===== src/rtl/arm_fetch_stage.sv =====
// arm_fetch_stage: instruction-fetch stage in front of arm_instruction_memory.
// Owns the PC, drives the memory byte address and registers the returned word
// into the IF/ID register with a valid/ready handshake toward decode.
// Optional feature macro: FETCH_PERF_CNT_EN adds fetch/stall performance counters.
//
// state | meaning
// ------+---------------------------------------------------------------
// BOOT  | first cycle after reset; no capture, pc holds
// FETCH | normal operation, one capture per cycle when decode advances
// STALL | IF/ID holds a word decode has not taken; pc and IF/ID hold
module arm_fetch_stage #(
  parameter int                ADDR_W   = 32,
  parameter int                DATA_W   = 32,
  parameter logic [ADDR_W-1:0] RESET_PC = '0,
  parameter int                PC_STEP  = 4
) (
  input  logic              clk,
  input  logic              rst,
  output logic [ADDR_W-1:0] imem_addr,
  input  logic [DATA_W-1:0] imem_instr,
  input  logic              br_taken,
  input  logic [ADDR_W-1:0] br_target,
  input  logic              flush,
  input  logic              id_ready,
  output logic              id_valid,
  output logic [DATA_W-1:0] id_instr,
  output logic [ADDR_W-1:0] id_pc,
  output logic [ADDR_W-1:0] id_pc_next
`ifdef FETCH_PERF_CNT_EN
  ,
  output logic [31:0]       perf_fetch_cnt,
  output logic [31:0]       perf_stall_cnt
`endif
);

  typedef enum logic [1:0] {
    BOOT  = 2'd0,
    FETCH = 2'd1,
    STALL = 2'd2
  } state_t;

  localparam logic [ADDR_W-1:0] STEP       = ADDR_W'(PC_STEP);
  localparam logic [ADDR_W-1:0] ALIGN_MASK = {{(ADDR_W-2){1'b1}}, 2'b00};

  state_t            state;
  logic [ADDR_W-1:0] pc;
  logic [ADDR_W-1:0] pc_inc;
  logic [ADDR_W-1:0] br_aligned;
  logic              adv;

  // Memory address is the PC itself, live in every state.
  assign imem_addr  = pc;
  assign pc_inc     = pc + STEP;
  assign br_aligned = br_target & ALIGN_MASK;
  assign adv        = !id_valid || id_ready;

  // Fetch FSM: pc, IF/ID register and state, with branch > flush > advance priority.
  always_ff @(posedge clk) begin
    if (rst) begin
      state      <= BOOT;
      pc         <= RESET_PC;
      id_valid   <= 1'b0;
      id_instr   <= '0;
      id_pc      <= '0;
      id_pc_next <= '0;
    end else begin
      case (state)
        BOOT: begin
          state <= FETCH;
        end
        FETCH, STALL: begin
          if (br_taken) begin
            // Word fetched this cycle is dropped; the redirect costs one bubble.
            pc       <= br_aligned;
            id_valid <= 1'b0;
            state    <= FETCH;
          end else if (flush) begin
            // pc is left alone so the same address is refetched next cycle.
            id_valid <= 1'b0;
            state    <= FETCH;
          end else if (adv) begin
            id_instr   <= imem_instr;
            id_pc      <= pc;
            id_pc_next <= pc_inc;
            id_valid   <= 1'b1;
            pc         <= pc_inc;
            state      <= FETCH;
          end else begin
            state <= STALL;
          end
        end
        default: begin
          state <= BOOT;
        end
      endcase
    end
  end

`ifdef FETCH_PERF_CNT_EN
  // Performance counters: captures, and stall cycles not resolved by a redirect.
  always_ff @(posedge clk) begin
    if (rst) begin
      perf_fetch_cnt <= '0;
      perf_stall_cnt <= '0;
    end else if (state == FETCH || state == STALL) begin
      if (!br_taken && !flush && adv) begin
        perf_fetch_cnt <= perf_fetch_cnt + 32'd1;
      end
      if (state == STALL && !br_taken && !flush) begin
        perf_stall_cnt <= perf_stall_cnt + 32'd1;
      end
    end
  end
`endif

endmodule


===== config.mk =====
export PLATFORM = sky130hd
export DESIGN_NAME = arm_fetch_stage
export DESIGN_NICKNAME = d
export VERILOG_FILES = /design/src/rtl/arm_fetch_stage.sv
export SDC_FILE = /design/constraint.sdc
export NUM_CORES = 1
export LEC_CHECK = 0
export ABC_AREA = 1
export CAP_MARGIN = 20
export CORE_ASPECT_RATIO = 0.7
export CORE_MARGIN = 5
export CORE_UTILIZATION = 42
export CTS_BUF_LIST = sky130_fd_sc_hd__clkbuf_4
export DETAILED_ROUTE_END_ITERATION = 8
export PLACE_DENSITY_LB_ADDON = 0.3
export SETUP_SLACK_MARGIN = 0.1
export SLEW_MARGIN = 40
export SYNTH_ARGS = -nofsm -noshare
export SYNTH_HDL_FRONTEND = slang
export SYNTH_SLANG_ARGS = --single-unit

===== constraint.sdc =====
create_clock -name clk -period 1.5 [get_ports clk]
set_clock_uncertainty 0.05 [all_clocks]
set_input_delay 0.15 -clock clk [delete_from_list [all_inputs] [get_ports clk]]
set_output_delay 0.15 -clock clk [all_outputs]
set_load 0.02 [all_outputs]

==> reports/metrics.cfg <==
[outcome]
status = finished, violations left
violations = setup timing

[timing]
fin_ws_ns = -0.106
fmax_ghz = 0.623
hold_violations = 0
fin_setup_tns_ns = -3.49
slew_headroom_pct = 55.4
rsz0062_at_grt = yes
finalSetupViolations = 70
slew_violations = 0
tightestPinTransition_ns = 0.669
period_share_pct = 107
post-route-min-period_ns = 1.61

[worst_setup_path]
r2r_setup_slack_ns = -0.11
critPathArrivalTime_ns = 2.01
critPathLaunchType = flip-flop
criticalPathCategory = flip-flop to flip-flop
crit_required_ns = 1.91
critPathMaxFanout = 8
setup.worst_path.end_class = flip-flop

[die]
start_util_pct = 42.6
core_area_um2 = 13100
io_pins = 198
rows = 35
die_area_um2 = 15700
die_x_um = 147
fp.dieH_um = 106

[place]
dpl.hpwl_um = 13000
gp_congestion = 0.848
io_buffers = 189

[final_layout]
diodes = 0
nets = 1081
layout_common_cells = 205 x nand2_1, 93 x dfxtp_1, 89 x a21oi_1, 65 x clkdlybuf4s50_1, 54 x buf_4
final_layout_size_suffix_gt1_share_pct = 38.6
layout.area.seq_um2 = 2570
n_fill_cell = 1129
multi_input_area_um2 = 3040
layout_commonest_cell = nand2_1
syn_to_final_growth_pct = 60.4

[route]
drt_wl_total_um = 20500
dr.pass1.iters = 5
viasPerCell = 5.08
num_vias = 6023
drt-initial-drc-count = 401
antenna_left = 0
detail_route.wl_per_cell_um = 17.3
drc = 0

[grt]
grt_pass1_vias = 5649
overflow = 0
gr-usage-all-layers_pct = 23.6
grt_max_degree = 59
antenna_found_initial = 0
grt_pass1_wl_um = 29300

[clock_tree]
cts_tree = built
clk_latency_ns = 0.53
hold_buffers = 0
cts-root-buf = clkbuf_4
clock_path_buffers = 2
cts_htree_levels = 4
path_clk_slew_ns = 0.12
numCtsBuffers = 17
clock-sinks = 125

[pwr]
p_total_mw = 7.87
p_leak_nw = 3.75
powerDensity_nw_per_um2 = 883
peakVddDrop_mv = 0.501

[synth]
yosysUniqueCellTypes = 31
synth-seq-cells = 125
syn-cell-area_um2 = 5560
ys.warnings.count = 0
syn_area_per_cell_um2 = 7.33
ys_seq_area_share_pct = 45.0
synthCells = 758

[min_path]
hold_class = primary input to flip-flop

[flow_run]
cap_violations = 0

[what timing repair did]
| item | CTS | global route |
|---|---|---|
| setup buffers | 6 | 12 |
| setup endpoints to repair | 244 | 208 |
| resized for setup | 464 | 204 |
| gates cloned | 2 | 8 |
| pin swaps | 21 | 19 |
[report_power, final]
part / leakage [nW] / internal [mW] / switching [mW] / total, mW
combinational: 2.59 / 0.893 / 1.03 / 1.92
sequential: 1.03 / 3.51 / 0.156 / 3.66
clock: 0.132 / 0.973 / 1.31 / 2.28
total: 3.75 / 5.37 / 2.50 / 7.87
[cells by family after synthesis]
logic type      count (synthesis)  share of synthesized area [%]
compound gates                216                           20.6
xor+xnor                       15                           2.77
fa+ha+maj                       3                          0.676
buf+inv                       103                           8.24
flops                         125                           45.0
other cells                     1                         0.0675
simple gates                  295                           22.6
[worst paths after layout]
check                                  from             to  cells after the start
worst max register to register     state[0]  imem_addr[26]                      8
worst max-delay path               state[0]  imem_addr[26]                      8
worst min register to register  id_instr[6]    id_instr[6]                      2
worst min-delay path                    rst   imem_addr[7]                      5
[synthesized netlist by cell type]
| cell type | number | share of area [%] |
|---|---|---|
| nor4b_1 | 1 | 0.16 |
| xor2_1 | 8 | 1.3 |
| clkbuf_1 | 29 | 2.0 |
| nand3_1 | 13 | 1.2 |
| inv_1 | 48 | 3.2 |
| nand2_4 | 1 | 0.20 |
| buf_2 | 9 | 0.81 |
| nor2_1 | 28 | 1.9 |
| ha_1 | 3 | 0.68 |
| dfxtp_1 | 125 | 45 |
| o21bai_1 | 16 | 2.2 |
| or2_1 | 1 | 0.11 |
| a31oi_1 | 2 | 0.23 |
| xnor2_1 | 4 | 0.63 |
| nor3_1 | 2 | 0.18 |
| xor2_2 | 3 | 0.88 |
| inv_2 | 3 | 0.20 |
| nand3b_1 | 5 | 0.68 |
| nand2_2 | 7 | 0.79 |
| o21a_1 | 8 | 1.1 |
| o21ai_0 | 66 | 5.9 |
| nor2_4 | 7 | 1.4 |
| nand2_1 | 221 | 15 |
| nor2_2 | 7 | 0.79 |
| and2_1 | 1 | 0.11 |
| conb_1 | 1 | 0.068 |
| nand3_2 | 1 | 0.18 |
| o21ai_1 | 1 | 0.090 |
| buf_6 | 2 | 0.41 |
| a21oi_1 | 123 | 11 |
| buf_4 | 12 | 1.6 |
[sequential cells by signal, indices dropped and copies added (netlist names)]
register,count
id_instr,32
id_pc,30
id_pc_next,30
id_valid,1
imem_addr,30
state,2
[through the flow]
| step | instances | cell area (um^2) | utilization (%) | hold slack (ns) | worst slack [ns] |
|---|---|---|---|---|---|
| floorplan | 763 | 5720 | - | 0.243 | 0.0133 |
| global placement | 1130 | 8080 | 61.9 | 0.400 | -0.152 |
| detailed placement | 1130 | 8080 | 61.9 | 0.403 | -0.212 |
| CTS | 1168 | 8600 | 65.9 | 0.0546 | -0.0838 |
| global route | 1186 | 8910 | 68.3 | 0.0560 | -0.180 |
| finish | 1186 | 8910 | 68.3 | 0.0774 | -0.106 |
[routing by layer]
layer / vias to the layer above / GRT usage (%) / part of all wire, %
met1: 2780 / 32.1 / 44
met3: 29 / 8.14 / 10
met2: 268 / 35.5 / 44
li1: 2946 / - / -
met5: - / 0 / 0
met4: 0 / 6.72 / 1.8
[critical path, cell delays in order, from the launching register on]
cell      delay (ns)
dfxtp_2         0.35
inv_2           0.04
ha_4            0.30
nand3b_1        0.14
nand2_4         0.17
buf_12          0.13
buf_16          0.14
o21ai_2         0.05
a21oi_1         0.16
[final cells by class]
type | instances | share of cell area [%]
clock buffers | 18 | 1.52
clock inverters | 12 | 1.39
well taps | 166 | 2.33
repair buffers | 279 | 29.5
multi-input cells | 535 | 34.1
flip-flops and latches | 125 | 28.8
inverters | 51 | 2.37
Power figures use the tool's default switching activity.
